**src/rtl/sram_port_arb.sv**
```systemverilog
// sram_port_arb
// Lets NUM_PORTS single-beat requesters share one single-port synchronous
// SRAM. A grant is a zero-cycle, combinational decision. In fixed priority,
// port 0 is highest, and a port that has waited STARVE_MAX cycles is
// force-granted. In round-robin, the search starts at a rotating pointer.
// Read data comes straight from the SRAM. A RD_LAT-deep pipeline tags
// each returning word with the port that issued the read.
//
// Ports:
//   clk, reset_n        clock, asynchronous active-low reset
//   req_en/req_wr       per-port request strobe and write flag
//   req_addr/byteen/    packed per-port address, byte enables and write
//   req_wrdata          data (port 0 in the LSBs)
//   req_busy            per-port "not accepted this cycle"
//   rd_data/rd_valid    shared read data plus one-hot owner tag
//   sram_*              SRAM macro interface (sram_rdata is the input)
module sram_port_arb #(
    parameter int NUM_PORTS  = 3,
    parameter int ADDR_W     = 15,
    parameter int DATA_W     = 32,
    parameter int RD_LAT     = 1,
    parameter int ARB_MODE   = 0,
    parameter int STARVE_MAX = 4
) (
    input  logic                          clk,
    input  logic                          reset_n,
    input  logic [NUM_PORTS-1:0]          req_en,
    input  logic [NUM_PORTS-1:0]          req_wr,
    input  logic [NUM_PORTS*ADDR_W-1:0]   req_addr,
    input  logic [NUM_PORTS*DATA_W/8-1:0] req_byteen,
    input  logic [NUM_PORTS*DATA_W-1:0]   req_wrdata,
    output logic [NUM_PORTS-1:0]          req_busy,
    output logic [DATA_W-1:0]             rd_data,
    output logic [NUM_PORTS-1:0]          rd_valid,
    output logic                          sram_en,
    output logic                          sram_wr,
    output logic [ADDR_W-1:0]             sram_addr,
    output logic [DATA_W/8-1:0]           sram_byteen,
    output logic [DATA_W-1:0]             sram_wrdata,
    input  logic [DATA_W-1:0]             sram_rdata
);

    localparam int         BE_W       = DATA_W / 8;
    localparam int         PTR_W      = (NUM_PORTS > 1) ? $clog2(NUM_PORTS) : 1;
    localparam logic [3:0] STARVE_LIM = 4'(STARVE_MAX);

    logic [NUM_PORTS-1:0] grant_s;
    logic [NUM_PORTS-1:0] starved_s;
    logic [PTR_W-1:0]     gnt_idx_s;
    logic [PTR_W-1:0]     rr_ptr_r;
    logic [3:0]           wait_cnt_r [NUM_PORTS];
    logic [NUM_PORTS-1:0] rd_pipe_r  [RD_LAT];

    // Starvation flags: only a port that is still requesting counts as starved
    always_comb begin
        starved_s = '0;
        for (int i = 0; i < NUM_PORTS; i++) begin
            if (req_en[i] && (wait_cnt_r[i] == STARVE_LIM)) begin
                starved_s[i] = 1'b1;
            end else begin
                starved_s[i] = 1'b0;
            end
        end
    end

    // One-hot grant selection (round-robin search or fixed priority with escape)
    always_comb begin
        int  idx;
        logic found;
        grant_s   = '0;
        gnt_idx_s = '0;
        found     = 1'b0;
        idx       = 0;
        if (ARB_MODE == 1) begin
            for (int k = 0; k < NUM_PORTS; k++) begin
                idx = int'(rr_ptr_r) + k;
                if (idx >= NUM_PORTS) begin
                    idx = idx - NUM_PORTS;
                end else begin
                    idx = idx;
                end
                if (!found && req_en[idx]) begin
                    grant_s[idx] = 1'b1;
                    gnt_idx_s    = PTR_W'(idx);
                    found        = 1'b1;
                end else begin
                    found = found;
                end
            end
        end else begin
            // A starved port beats plain priority; lowest index wins in both passes
            for (int k = 0; k < NUM_PORTS; k++) begin
                if (!found && starved_s[k]) begin
                    grant_s[k] = 1'b1;
                    gnt_idx_s  = PTR_W'(k);
                    found      = 1'b1;
                end else begin
                    found = found;
                end
            end
            for (int k = 0; k < NUM_PORTS; k++) begin
                if (!found && req_en[k]) begin
                    grant_s[k] = 1'b1;
                    gnt_idx_s  = PTR_W'(k);
                    found      = 1'b1;
                end else begin
                    found = found;
                end
            end
        end
    end

    assign req_busy = req_en & ~grant_s;
    assign rd_data  = sram_rdata;
    assign rd_valid = rd_pipe_r[RD_LAT-1];

    // SRAM request mux: granted port's fields, all zero when idle, full byteen on reads
    always_comb begin
        sram_en     = 1'b0;
        sram_wr     = 1'b0;
        sram_addr   = '0;
        sram_byteen = '0;
        sram_wrdata = '0;
        for (int i = 0; i < NUM_PORTS; i++) begin
            if (grant_s[i]) begin
                sram_en     = 1'b1;
                sram_wr     = req_wr[i];
                sram_addr   = req_addr[i*ADDR_W +: ADDR_W];
                sram_byteen = req_wr[i] ? req_byteen[i*BE_W +: BE_W] : {BE_W{1'b1}};
                sram_wrdata = req_wrdata[i*DATA_W +: DATA_W];
            end else begin
                sram_en = sram_en;
            end
        end
    end

    // Round-robin pointer: moves to one past the granted port, holds when idle
    always_ff @(posedge clk or negedge reset_n) begin
        if (!reset_n) begin
            rr_ptr_r <= '0;
        end else if ((ARB_MODE == 1) && (|grant_s)) begin
            if (gnt_idx_s == PTR_W'(NUM_PORTS - 1)) begin
                rr_ptr_r <= '0;
            end else begin
                rr_ptr_r <= gnt_idx_s + PTR_W'(1);
            end
        end
    end

    // Per-port wait counters: count busy cycles up to STARVE_MAX, clear on grant or drop
    always_ff @(posedge clk or negedge reset_n) begin
        if (!reset_n) begin
            for (int i = 0; i < NUM_PORTS; i++) begin
                wait_cnt_r[i] <= 4'd0;
            end
        end else begin
            for (int i = 0; i < NUM_PORTS; i++) begin
                if ((ARB_MODE != 0) || !req_en[i] || grant_s[i]) begin
                    wait_cnt_r[i] <= 4'd0;
                end else if (wait_cnt_r[i] != STARVE_LIM) begin
                    wait_cnt_r[i] <= wait_cnt_r[i] + 4'd1;
                end
            end
        end
    end

    // Read-return tag pipeline: an all-zero entry marks a write or an idle cycle
    always_ff @(posedge clk or negedge reset_n) begin
        if (!reset_n) begin
            for (int s = 0; s < RD_LAT; s++) begin
                rd_pipe_r[s] <= '0;
            end
        end else begin
            rd_pipe_r[0] <= (sram_en && !sram_wr) ? grant_s : '0;
            for (int s = 1; s < RD_LAT; s++) begin
                rd_pipe_r[s] <= rd_pipe_r[s-1];
            end
        end
    end

endmodule

```
**config.mk**
```make
export PLATFORM = sky130hd
export DESIGN_NAME = sram_port_arb
export DESIGN_NICKNAME = d
export VERILOG_FILES = /design/src/rtl/sram_port_arb.sv
export SDC_FILE = /design/constraint.sdc
export NUM_CORES = 1
export LEC_CHECK = 0
export BUFFER_PORTS_ARGS = -buffer_cell sky130_fd_sc_hd__buf_2
export CAP_MARGIN = 20
export CORE_AREA = 2 2 110 112
export DETAILED_ROUTE_END_ITERATION = 6
export DIE_AREA = 0 0 112 114
export PLACE_DENSITY = 0.66
export SLEW_MARGIN = 15
export SYNTH_ARGS = -nofsm -noshare
export SYNTH_HDL_FRONTEND = slang
export SYNTH_SLANG_ARGS = --single-unit
```
**constraint.sdc**
```tcl
create_clock -name clk -period 2.29 [get_ports clk]
set_input_delay 0.458 -clock clk [delete_from_list [all_inputs] [get_ports clk]]
set_output_delay 0.458 -clock clk [all_outputs]
set_load 0.02 [all_outputs]
```
* After elaboration in Yosys (flattened, before gate mapping)
Index checks and enable logic that the tools add are counted.
** Cells by class
- Bitwise logic cells :: 2
- Reduce and logical (&&, ||, !) cells :: 24
- Muxes and demuxes :: 38
- Add/sub/neg operators :: 3
- Equal/unequal tests :: 6
** Operators with widths (number)
- $mux W32 :: 3
- $mux W4 :: 12
- $mux W15 :: 3
- $mux W1 :: 19
- $add A4 B1 Y4 const B :: 3
- $eq A4 B3 Y1 const B :: 3
- $ne A4 B3 Y1 const B :: 3
- $logic_and A1 B1 Y1 :: 9
- $logic_not A1 Y1 :: 9
- $reduce_bool A2 Y1 :: 3
- $and A3 B3 Y3 :: 1
- $logic_or A1 B1 Y1 :: 3
- $mux W3 :: 1
- $not A3 Y3 :: 1
** Storage, ports and cells
- Bits of input ports :: 193
- Register bits :: 15
- Logic and storage cells :: 77

* Depth between registers and ports, before layout
- Word-level depth :: 23
- Mapped depth :: 8

* Worst setup path before layout
Ideal clock, no wire load.
- Path type :: register to output
- From :: register wait_cnt_r[0] in the netlist's numbering
- To :: output sram_byteen[3]
- Slack :: -0.162 ns
- Cell stages (with the launch flop) :: 8
- Path buffers :: 1
- Required time :: 1.832 ns
- Arrival time :: 1.994 ns
- Cells stage by stage :: dfrtp_1 inv_1 ha_1 and3b_1 a211oi_2 nor2b_1 buf_1 a211oi_1
** On the way
- Word-level cells in the longest chain between the ends :: 15
- Elaborated cells between the ends (all ways) :: 20
** RTL lines
- start, declared :: RTL line 51 : logic [3:0] wait_cnt_r [NUM_PORTS];
- start signal, assigned by index :: RTL line 161 : wait_cnt_r[i] <= wait_cnt_r[i] + 4'd1;
- $eq A4 B3 Y1 * :: RTL line 58 : if (req_en[i] && (wait_cnt_r[i] == STARVE_LIM)) begin
- $logic_and A1 B1 Y1 * :: RTL line 58
- $mux W1 * :: RTL line 58
- $logic_and A1 B1 Y1 * :: RTL line 93 : if (!found && starved_s[k]) begin
- $mux W1 :: RTL line 93
- $logic_not A1 Y1 :: RTL line 102 : if (!found && req_en[k]) begin
- $logic_and A1 B1 Y1 :: RTL line 102
- $mux W1 :: RTL line 102
- $logic_not A1 Y1 :: RTL line 102
- $logic_and A1 B1 Y1 :: RTL line 102
- $mux W1 :: RTL line 102
- $logic_not A1 Y1 :: RTL line 102
- $logic_and A1 B1 Y1 :: RTL line 102
- $mux W1 :: RTL line 102
- $mux W4 * :: RTL line 125 : if (grant_s[i]) begin
- end, declared :: RTL line 38 : output logic [DATA_W/8-1:0] sram_byteen,
Mark *: on every way between the ends. The rest lies on a longest branch, timed or not.

* Worst setup path in the final report
- From :: register wait_cnt_r[4] in the netlist's numbering
- To :: output sram_wrdata[24]
** On the way
- Word-level cells in the longest chain between the ends :: 18
- Elaborated cells between the ends (all ways) :: 24
** RTL lines
- $eq A4 B3 Y1 * :: RTL line 58
- $logic_and A1 B1 Y1 * :: RTL line 58
- $mux W1 * :: RTL line 58
- $logic_and A1 B1 Y1 * :: RTL line 93
- $mux W1 :: RTL line 93
- $logic_not A1 Y1 :: RTL line 93
- $logic_and A1 B1 Y1 :: RTL line 93
- $mux W1 :: RTL line 93
- (+2 left out)
- $mux W1 :: RTL line 102
- $logic_not A1 Y1 :: RTL line 102
- $logic_and A1 B1 Y1 :: RTL line 102
- $mux W1 :: RTL line 102
- $logic_not A1 Y1 :: RTL line 102
- $logic_and A1 B1 Y1 :: RTL line 102
- $mux W1 :: RTL line 102
- $mux W32 * :: RTL line 125
- end, declared :: RTL line 39 : output logic [DATA_W-1:0] sram_wrdata,
Marks and branches as above.

==> out/qor.csv <==
stage;metric;value;unit
logic_synthesis;Post-Syn Area;2170;um^2
critical_path;most frequent cell on the critical path;buf_6;
run;Max-Cap Viols;0;
logic_synthesis;most used flip-flop cell after synthesis;dfrtp_1;
clocking;CTS root buf;clkbuf_16;
logic_synthesis;register area share after synthesis;17.3;%
logic_synthesis;Syn Area/Cell;8.25;um^2
sta;final setup margin;-0.449;ns
sta;f_max;365;MHz
floorplanning;die height;114;um
clocking;clk buf depth;2;
floorplanning;Ports;284;
clocking;CTS tree;yes;
clocking;Clock Latency Late Sink;0.25;ns
sta;worst slew pin tran;0.364;ns
sta;fin crit period;2.74;ns
critical_path;critical path peak fanout;7;
critical_path;Cell Chain, Critical Path;inv_2 -> ha_4 -> buf_6 -> nand4b_1 -> a31oi_4 -> buf_6 -> buf_16 -> nor2b_2 -> a221o_1 -> buf_6;
drt;Vias;3170;
logic_synthesis;Synth warnings;0;
drt;met2 WL;5.60;mm
drt;top layer in use;met4;
critical_path;Crit Path Category;flop to primary output;
run_status;run status;complete, but fails checks;
place;placed cell area;3500;um^2
floorplanning;DIE AREA;12800;um^2
sta;Clock Skews;0.00124;ns
critical_path;Worst Reg-to-Reg Cells;10;
final_layout;Area Overhead vs Synth;95.1;%
place;dpl ws;-0.282;ns
logic_synthesis;asr flop ratio synth;100;%
run_status;failing checks;setup timing;
critical_path;Crit-path slowest cell;dfrtp_1;
drt;WL met3;1.20;mm
power;Leakage;0.00214;uW
sta;final setup violation count;55;
drt;Via density;4.90;
grt;largest net degree at the start of global routing;31;
clocking;total clock sinks;15;
critical_path;CP Launch Type;flop;
critical_path;reg2reg start;wait_cnt_r[4];
clocking;H-Tree Depth;1;
grt;vias in the first global route;3025;
sta;RSZ-0062 raised after global routing;yes;
drt;Initial DRC Count;210;
min_path;Tightest Hold Check Type;input port to asynchronous set/reset pin;
clocking;CTS Hold Bufs;0;
critical_path;CP bufs+invs;5;
grt;first-pass GRT wire length;16.9;mm
place;HPWL Detailed;8.96;mm
drt;first-pass detailed-route iteration total;5;
sta;Final Max Slew Viols;0;
floorplanning;Initial Utilization;18.5;%
critical_path;worst flop-to-flop path endpoint;wait_cnt_r[0];
clocking;clock-pin slew on the worst setup and hold paths;0.05;ns
final_layout;ant diodes;0;
power;Peak VDD IR;380;uV
drt;DR WL/cell;18.8;um
critical_path;Crit path largest cell delay;0.39;ns
floorplanning;die width;112;um
critical_path;Req. time, crit path;1.83;ns
sta;final worst-path cycle share;120;%
drt;Routed Wire Length;12.2;mm
sta;Final Hold Fails;0;
grt;GRT Resource Usage Total;16.8;%
critical_path;r2r setup slk;0.42;ns
grt;GRT overflow;0;
logic_synthesis;#FFs+latches synth;15;
power;power per cell area;367;nW/um^2
drt;wire length on met1;5.17;mm
logic_synthesis;Post-synth EDFFs;0;
drt;Routed Antenna Nets;0;
drt;Residual DRC;0;
final_layout;final instance area;4230;um^2
critical_path;CP Capture Type;primary output;
floorplanning;Rows;40;
final_layout;share of layout cells above drive strength 1;63.0;%
floorplanning;Core Region;11700;um^2
logic_synthesis;Cells after Synth;263;
place;Port Buf Inserts;219;
place;gpl congestion;0.841;
clocking;total CTS buffers;3;
sta;Slew HR;75.6;%
final_layout;nets@finish;700;
logic_synthesis;Post-Syn Nets;462;
critical_path;CP delay by family, top;buffers and inverters;
critical_path;crit path DAT;2.28;ns
grt;initial antenna violation count;0;
logic_synthesis;Yosys cell types;38;
[cells in the final DEF, fill, tap and decap left out, types with 5 or more instances in the layout]
cell	netlist	final
inv_1	14	8
buf_2	6	177
dfrtp_1	15	15
inv_2	0	6
clkbuf_16	0	5
o21ai_0	6	5
a221o_1	47	47
buf_12	0	5
nand4b_1	5	5
buf_6	3	48
a21oi_1	7	7
nor2b_1	49	40
buf_4	32	47
nor2b_4	0	7
nor2_1	14	14
[cells by family after synthesis]
| family | after synthesis | synth area share (%) |
|---|---|---|
| AND/OR/NAND/NOR | 100 | 28.4 |
| adder cells (fa/ha/maj) | 6 | 3.46 |
| AO/OA/AOI/OAI | 73 | 30.8 |
| buffers and inverters | 64 | 18.0 |
| flip-flops | 15 | 17.3 |
| XOR/XNOR | 5 | 2.02 |
[what timing repair did]
action	CTS	global route
gates resized for setup	80	48
gates cloned	4	3
endpoints found under the setup margin	53	55
pin swaps	24	15
buffers inserted	13	8
[state kept, by name, summed over array words and instances, names as in the netlist]
| signal | flops |
|---|---|
| wait_cnt_r | 12 |
| rd_valid | 3 |
[per-stage QoR]
| stage | cells | setup TNS [ns] | util [%] | hold slack, ns | total power [uW] |
|---|---|---|---|---|---|
| 2_1_floorplan | 263 | 0 | - | 0.162 | 729 |
| 3_3_place_gp | 617 | -25.13 | 29.7 | 0.396 | 995 |
| 3_5_place_dp | 618 | -10.04 | 29.9 | 0.398 | 998 |
| 4_1_cts | 638 | -18.89 | 34.2 | 0.132 | 1490 |
| 5_1_grt | 647 | -25.74 | 36.1 | 0.147 | 1630 |
| 6_report | 647 | -21.36 | 36.1 | 0.118 | 1560 |
[per-layer routing]
layer,vias to the layer above,track usage [%]
met5,-,0
met4,0,3.33
met3,20,4.36
met2,221,27.6
met1,1490,22.6
li1,1439,-
[Yosys cell counts (2+ instances only)]
master / number / area, um^2
nand2b_1: 2 / 12.5
and3b_1: 2 / 17.5
clkbuf_1: 8 / 30.0
nand2_1: 3 / 11.3
and2_1: 2 / 12.5
dfrtp_1: 15 / 375
a221o_1: 47 / 470
a32oi_1: 3 / 26.3
nor2_1: 14 / 52.6
inv_1: 14 / 52.6
buf_2: 6 / 30.0
or3_1: 2 / 12.5
xnor2_1: 4 / 35.0
nand4_1: 4 / 25.0
and3_1: 2 / 12.5
nand3_1: 4 / 20.0
buf_6: 3 / 33.8
nand3b_1: 3 / 22.5
nor3_1: 4 / 20.0
nor2b_1: 49 / 307
o21ai_0: 6 / 30.0
a21oi_1: 7 / 35.0
and4b_1: 2 / 20.0
nand4b_1: 5 / 43.8
buf_4: 32 / 240
o2111a_1: 3 / 33.8
ha_1: 6 / 75.1
[power breakdown]
group          leakage (uW)  internal [uW]  switching [uW]  total, uW
clock             0.0000371            236             124        360
combinational       0.00190            476             438        914
sequential         0.000204            275            5.96        281
[final cells by class]
| class | count | area, um^2 |
|---|---|---|
| clock buffer | 3 | 75.1 |
| timing repair buffer | 281 | 1970 |
| tap | 147 | 184 |
| sequential | 15 | 375 |
| clock inverter | 1 | 7.51 |
| inverter | 14 | 52.6 |
| multi-input combinational | 186 | 1570 |
| fill | 1224 | 7480 |
[worst max path at each step]
stage                        from               to  slack, ns  cells past startpoint
floorplan           wait_cnt_r[0]     sram_addr[1]      0.007                      8
global placement        req_en[1]     sram_addr[7]      -0.58                      6
detailed placement  wait_cnt_r[1]  sram_wrdata[18]      -0.28                      8
CTS                 wait_cnt_r[4]  sram_wrdata[18]      -0.41                      9
global route        wait_cnt_r[4]  sram_wrdata[21]      -0.53                      9
finish              wait_cnt_r[4]  sram_wrdata[24]      -0.45                     10
(Power assumes the default switching activity.)
